===== config.mk =====
export PLATFORM = sky130hd
export DESIGN_NAME = regfile_mp
export DESIGN_NICKNAME = d
export VERILOG_FILES = /design/src/rtl/regfile_pkg.sv /design/src/rtl/regfile_rd_port.sv /design/src/rtl/regfile_mp.sv
export SDC_FILE = /design/constraint.sdc
export NUM_CORES = 1
export LEC_CHECK = 0
export CAP_MARGIN = 5
export CORE_ASPECT_RATIO = 0.9
export CORE_MARGIN = 3
export CORE_UTILIZATION = 40
export CTS_CLUSTER_DIAMETER = 80
export DETAILED_ROUTE_END_ITERATION = 8
export GPL_ROUTABILITY_DRIVEN = 0
export GPL_TIMING_DRIVEN = 1
export SETUP_SLACK_MARGIN = 0.4
export SLEW_MARGIN = 20
export SYNTH_ARGS = -nofsm -noshare
export SYNTH_HDL_FRONTEND = slang
export SYNTH_SLANG_ARGS = --single-unit

===== constraint.sdc =====
create_clock -name clk -period 4.8 [get_ports clk]
set_clock_uncertainty 0.2 [all_clocks]
set_input_delay 0.96 -clock clk [delete_from_list [all_inputs] [get_ports clk]]
set_output_delay 0.96 -clock clk [all_outputs]
set_load 0.02 [all_outputs]

===== src/rtl/regfile_pkg.sv =====
// Shared constants, state type and sweep-value helper for the regfile_mp register file.
package regfile_pkg;

  localparam int unsigned DATA_W_DEF   = 16;
  localparam int unsigned NUM_REGS_DEF = 8;
  localparam int unsigned SP_IDX_DEF   = 6;
  localparam logic [15:0] SP_RESET_DEF = 16'h0800;

  typedef enum logic {
    ST_INIT,
    ST_READY
  } regfile_state_t;

  // Returned at the widest supported width; callers cast down to their DATA_W.
  function automatic logic [63:0] init_value(input int unsigned idx,
                                             input int unsigned sp_idx,
                                             input logic [63:0] sp_reset);
    return (idx == sp_idx) ? sp_reset : '0;
  endfunction

endpackage


===== src/rtl/regfile_rd_port.sv =====
// One asynchronous read port: address range check, zero-forcing while not ready,
// and optional same-cycle write forwarding (REGFILE_BYPASS_EN).
module regfile_rd_port
  import regfile_pkg::*;
#(
  parameter int unsigned DATA_W   = DATA_W_DEF,
  parameter int unsigned NUM_REGS = NUM_REGS_DEF,
  parameter int unsigned ADDR_W   = 3
) (
  input  logic [DATA_W-1:0] regs [NUM_REGS],
  input  logic              active,
  input  logic [ADDR_W-1:0] addr,
`ifdef REGFILE_BYPASS_EN
  input  logic              wr_commit,
  input  logic [ADDR_W-1:0] wr_addr,
  input  logic [DATA_W-1:0] wr_data,
  input  logic              wr_byte,
`endif
  output logic [DATA_W-1:0] data
);

  logic [DATA_W-1:0] raw;

  // Explicit match loop so addresses past NUM_REGS fall through to zero.
  always_comb begin
    raw = '0;
    for (int unsigned i = 0; i < NUM_REGS; i++) begin
      if (addr == ADDR_W'(i)) raw = regs[i];
    end
  end

  always_comb begin
    data = '0;
    if (active) begin
`ifdef REGFILE_BYPASS_EN
      if (wr_commit && (addr == wr_addr))
        data = wr_byte ? {raw[DATA_W-1:DATA_W/2], wr_data[DATA_W/2-1:0]} : wr_data;
      else
`endif
        data = raw;
    end
  end

endmodule


===== src/rtl/regfile_mp.sv =====
// Two-read/one-write register file with byte-lane writes and an init sweep after reset/clear.
// Optional macro REGFILE_BYPASS_EN enables write-to-read forwarding on both ports.
module regfile_mp
  import regfile_pkg::*;
#(
  parameter int unsigned       DATA_W   = DATA_W_DEF,
  parameter int unsigned       NUM_REGS = NUM_REGS_DEF,
  parameter int unsigned       SP_IDX   = SP_IDX_DEF,
  parameter logic [DATA_W-1:0] SP_RESET = SP_RESET_DEF,
  localparam int unsigned      ADDR_W   = $clog2(NUM_REGS)
) (
  input  logic              clk,
  input  logic              rst_n,
  input  logic [ADDR_W-1:0] ra_addr,
  output logic [DATA_W-1:0] ra_data,
  input  logic [ADDR_W-1:0] rb_addr,
  output logic [DATA_W-1:0] rb_data,
  input  logic              wr_en,
  input  logic [ADDR_W-1:0] wr_addr,
  input  logic [DATA_W-1:0] wr_data,
  input  logic              wr_byte,
  input  logic              clr_req,
  output logic              ready
);

  regfile_state_t    state;
  logic [ADDR_W-1:0] idx;
  logic [DATA_W-1:0] regs [NUM_REGS];

  logic                       active;
  logic                       wr_commit;
  logic [DATA_W-DATA_W/2-1:0] wr_old_hi;
  logic [DATA_W-1:0]          wr_word;

  assign active    = (state == ST_READY);
  // A clear in the same cycle drops the write; out-of-range addresses never commit.
  assign wr_commit = active && wr_en && !clr_req && (32'(wr_addr) < NUM_REGS);

  always_comb begin
    wr_old_hi = '0;
    for (int unsigned i = 0; i < NUM_REGS; i++) begin
      if (wr_addr == ADDR_W'(i)) wr_old_hi = regs[i][DATA_W-1:DATA_W/2];
    end
  end

  assign wr_word = wr_byte ? {wr_old_hi, wr_data[DATA_W/2-1:0]} : wr_data;

  always_ff @(posedge clk) begin
    if (!rst_n) begin
      state <= ST_INIT;
      idx   <= '0;
      ready <= 1'b0;
    end else begin
      case (state)
        ST_INIT: begin
          regs[idx] <= DATA_W'(init_value(32'(idx), SP_IDX, 64'(SP_RESET)));
          if (idx == ADDR_W'(NUM_REGS - 1)) begin
            state <= ST_READY;
            ready <= 1'b1;
            idx   <= '0;
          end else begin
            idx <= idx + ADDR_W'(1);
          end
        end
        ST_READY: begin
          if (clr_req) begin
            state <= ST_INIT;
            idx   <= '0;
            ready <= 1'b0;
          end else if (wr_commit) begin
            regs[wr_addr] <= wr_word;
          end
        end
      endcase
    end
  end

  regfile_rd_port #(
    .DATA_W   (DATA_W),
    .NUM_REGS (NUM_REGS),
    .ADDR_W   (ADDR_W)
  ) u_rd_a (
    .regs      (regs),
    .active    (active),
    .addr      (ra_addr),
`ifdef REGFILE_BYPASS_EN
    .wr_commit (wr_commit),
    .wr_addr   (wr_addr),
    .wr_data   (wr_data),
    .wr_byte   (wr_byte),
`endif
    .data      (ra_data)
  );

  regfile_rd_port #(
    .DATA_W   (DATA_W),
    .NUM_REGS (NUM_REGS),
    .ADDR_W   (ADDR_W)
  ) u_rd_b (
    .regs      (regs),
    .active    (active),
    .addr      (rb_addr),
`ifdef REGFILE_BYPASS_EN
    .wr_commit (wr_commit),
    .wr_addr   (wr_addr),
    .wr_data   (wr_data),
    .wr_byte   (wr_byte),
`endif
    .data      (rb_data)
  );

endmodule


==> metrics.md <==
| Metric | Value |
|---|---|
| Fin cells | `1097` |
| Cell count after synthesis | `~760` |
| WP data arrival | `3.10 ns` |
| Setup Buffers After CTS | `0` |
| Hold Path Class | `flop to flop` |
| Async SR Flop Fraction | `0%` |
| Required @ worst endpoint | `3.64 ns` |
| Leak Pwr | `about 3.7 nW` |
| Initial DRC count | `approximately 700` |
| Wire per inst | `between 20 and 25 µm` |
| CTS max path bufs | `2` |
| CTS tree | `done` |
| Seq/Total Area, Yosys | `between 40% and 50%` |
| Core area | `20200 µm²` |
| Synth Flop Type | `edfxtp_1` |
| Placed Area | `9330 µm²` |
| Worst Setup EP | `rb_data[5]` |
| TNS Setup | `0 ns` |
| Reg2Reg Depth | `5` |
| RR Endpoint | `regs[49]` |
| Area leader, netlist | `edfxtp_1` |
| Largest net degree at the start of global routing | `36` |
| Cell Rows | `49` |
| Io pins | `63` |
| Final period utilization | `88.7%` |
| Worst hold margin | `0.320 ns` |
| Diodes inserted | `0` |
| Worst Setup End Kind | `output pin` |
| EDFF count, synth | `128` |
| Share of cells above drive strength 1 | `18.2%` |
| Die Y | `around 140 µm` |
| Final setup vio count | `0` |
| GRT Util Overall | `between 20% and 30%` |
| Initial antenna violation count | `0` |
| Antenna Violating Nets Remaining | `0` |
| Fmax achieved | `235 MHz` |
| Post-layout minimum cycle time | `4.26 ns` |
| R2R setup slack | `approximately 2.3 ns` |
| Critical Path Source | `rb_addr[0]` |
| Post-Syn Area | `approximately 8300 µm²` |
| Yosys top cell area share | `46.3%` |
| Mapped Nets | `791` |
| Synth cell types | `57` |
| Worst vdd ir | `0.000249 V` |
| Vias post-DR | `6763` |
| Port Buffers | `62` |
| Pwr Total | `approximately 3.1 mW` |
| RSZ-0062 raised after global routing | `no` |
| Starting Density | `41.1%` |
| Final hold vios | `0` |
| Top post-synthesis cells by area | `edfxtp_1 46%, mux4_2 6.8%, mux2i_1 6.2%` |
| Global route total overflow | `0` |
| Area Growth Syn to Fin | `20.3%` |
| Number of CTS-inserted buffers | `17` |
| TritonCTS sink count | `133` |
| Post-placement cell count | `around 1100` |
| Worst-Skew Late Latency | `0.42 ns` |
| DRT Pass-1 Iters | `6` |
| PwrDens | `312 nW/µm²` |
| First-pass GRT wire length | `39300 µm` |
| Setup Crit Path Kind | `primary input to output pin` |
| Final Max Tran Viols | `0` |
| Post-synthesis register bit count | `133` |
| Most frequent cells in the layout | `128 x edfxtp_1, 81 x nor2_1, 65 x nand2_1, 56 x clkdlybuf4s50_1, 51 x mux2i_1` |
| Vias in the first global route | `a little under 7000` |
| Die width | `between 150 and 200 µm` |
| CTS clk-pin slew, worst paths | `roughly 0.060 ns` |
| Nets | `862` |
| Vias per cell | `6.16` |
| Crit-path max FO | `22` |
| Post-synthesis average cell area | `10.9 µm²` |
| Max-Cap Viols | `0` |
| Yosys warns | `0` |
| Most common cell after layout, fill and taps aside | `edfxtp_1` |
| DRC | `0` |
| Fin area | `9980 µm²` |
| Slew @ Worst Pin | `0.805 ns` |
| Clock root buffer master | `clkbuf_16` |
| Status | `complete, no violations` |
| Die area | `22500 µm²` |
| RR Startpoint | `active` |
| H-Tree Level Count | `4` |
| HPWL Detailed | `17500 µm` |
| Drt total wl | `26100 µm` |
| Max-slew headroom | `46.1%` |
| Critical path launch point type | `primary input` |
==> flip-flops by register name, summed over array words and instances, names as in the netlist <==
signal	flops
regs	128
idx	3
active	1
ready	1
==> cell families after synthesis <==
| kind of cell | count (synthesis) | synth area share [%] |
|---|---|---|
| mux | 90 | 15.0 |
| compound gates | 134 | 11.4 |
| flops | 133 | 47.5 |
| fa+ha+maj | 3 | 0.453 |
| buf+inv | 69 | 4.01 |
| simple gates | 329 | 21.6 |
==> where the power goes <==
| group | internal, mW | switching, mW | total, mW |
|---|---|---|---|
| Clock | 0.920 | 0.498 | 1.42 |
| Sequential | 1.29 | 0.0250 | 1.32 |
| Combinational | 0.157 | 0.220 | 0.377 |
| Total | 2.37 | 0.743 | 3.11 |
==> timing repair <==
item,in CTS,in global routing
endpoints found under the setup margin,0,4
hold buffers,0,0
endpoints found under the hold margin,0,0
gates resized for setup,0,3
==> area by class of cell <==
type | count | area, µm²
clock inverter | 13 | 206
sequential | 133 | 3950
tap | 255 | 319
timing repair buffer | 112 | 996
multi-input combinational | 556 | 4050
clock buffer | 19 | 433
inverter | 9 | 33.8
fill | 1772 | 10200
==> synth_stat cells, types with 9 or more instances <==
master    count
and3_1       28
edfxtp_1    128
nor2b_1      32
clkbuf_1     27
o21ai_1      11
mux2i_1      51
a21oi_1      21
nor3_1       18
buf_2        23
mux4_2       25
and2_1       46
o22ai_1      11
and3b_1       9
o21ai_0      46
nor2_1       81
a221oi_1     14
nand2_1      65
nand3_1      16
==> through the flow <==
step	setup slack [ns]	utilization, %
2_1_floorplan	1.37	-
3_3_place_gp	0.560	46.3
3_5_place_dp	0.461	46.3
4_1_cts	0.458	49.4
5_1_grt	0.419	49.5
6_report	0.544	49.5
==> critical path, cell delays in order <==
cell and delay (ns):
clkbuf_4 0.25, buf_4 0.27, nand2b_2 0.17, buf_4 0.20, nor2_1 0.05, o21ai_1 0.13, nand3_1 0.10, a21oi_1 0.28
clkdlybuf4s50_1 0.67
==> worst min path at each step <==
stage	from	to	slack, ns	cells past startpoint
detailed placement	ready	ready	0.31	2
floorplan	ready	ready	0.39	2
finish	ready	ready	0.32	2
global route	ready	ready	0.34	2
CTS	ready	ready	0.32	2
global placement	ready	ready	0.30	2
==> metal layers <==
layer,share of wire [%],global-route usage (%),vias up
li1,-,-,2988
met1,42,31.2,3369
met2,48,37.6,346
met3,7.2,3.76,60
met5,0,0,-
met4,2.8,9.82,0
Note: power is estimated with default switching activity, not from simulation.
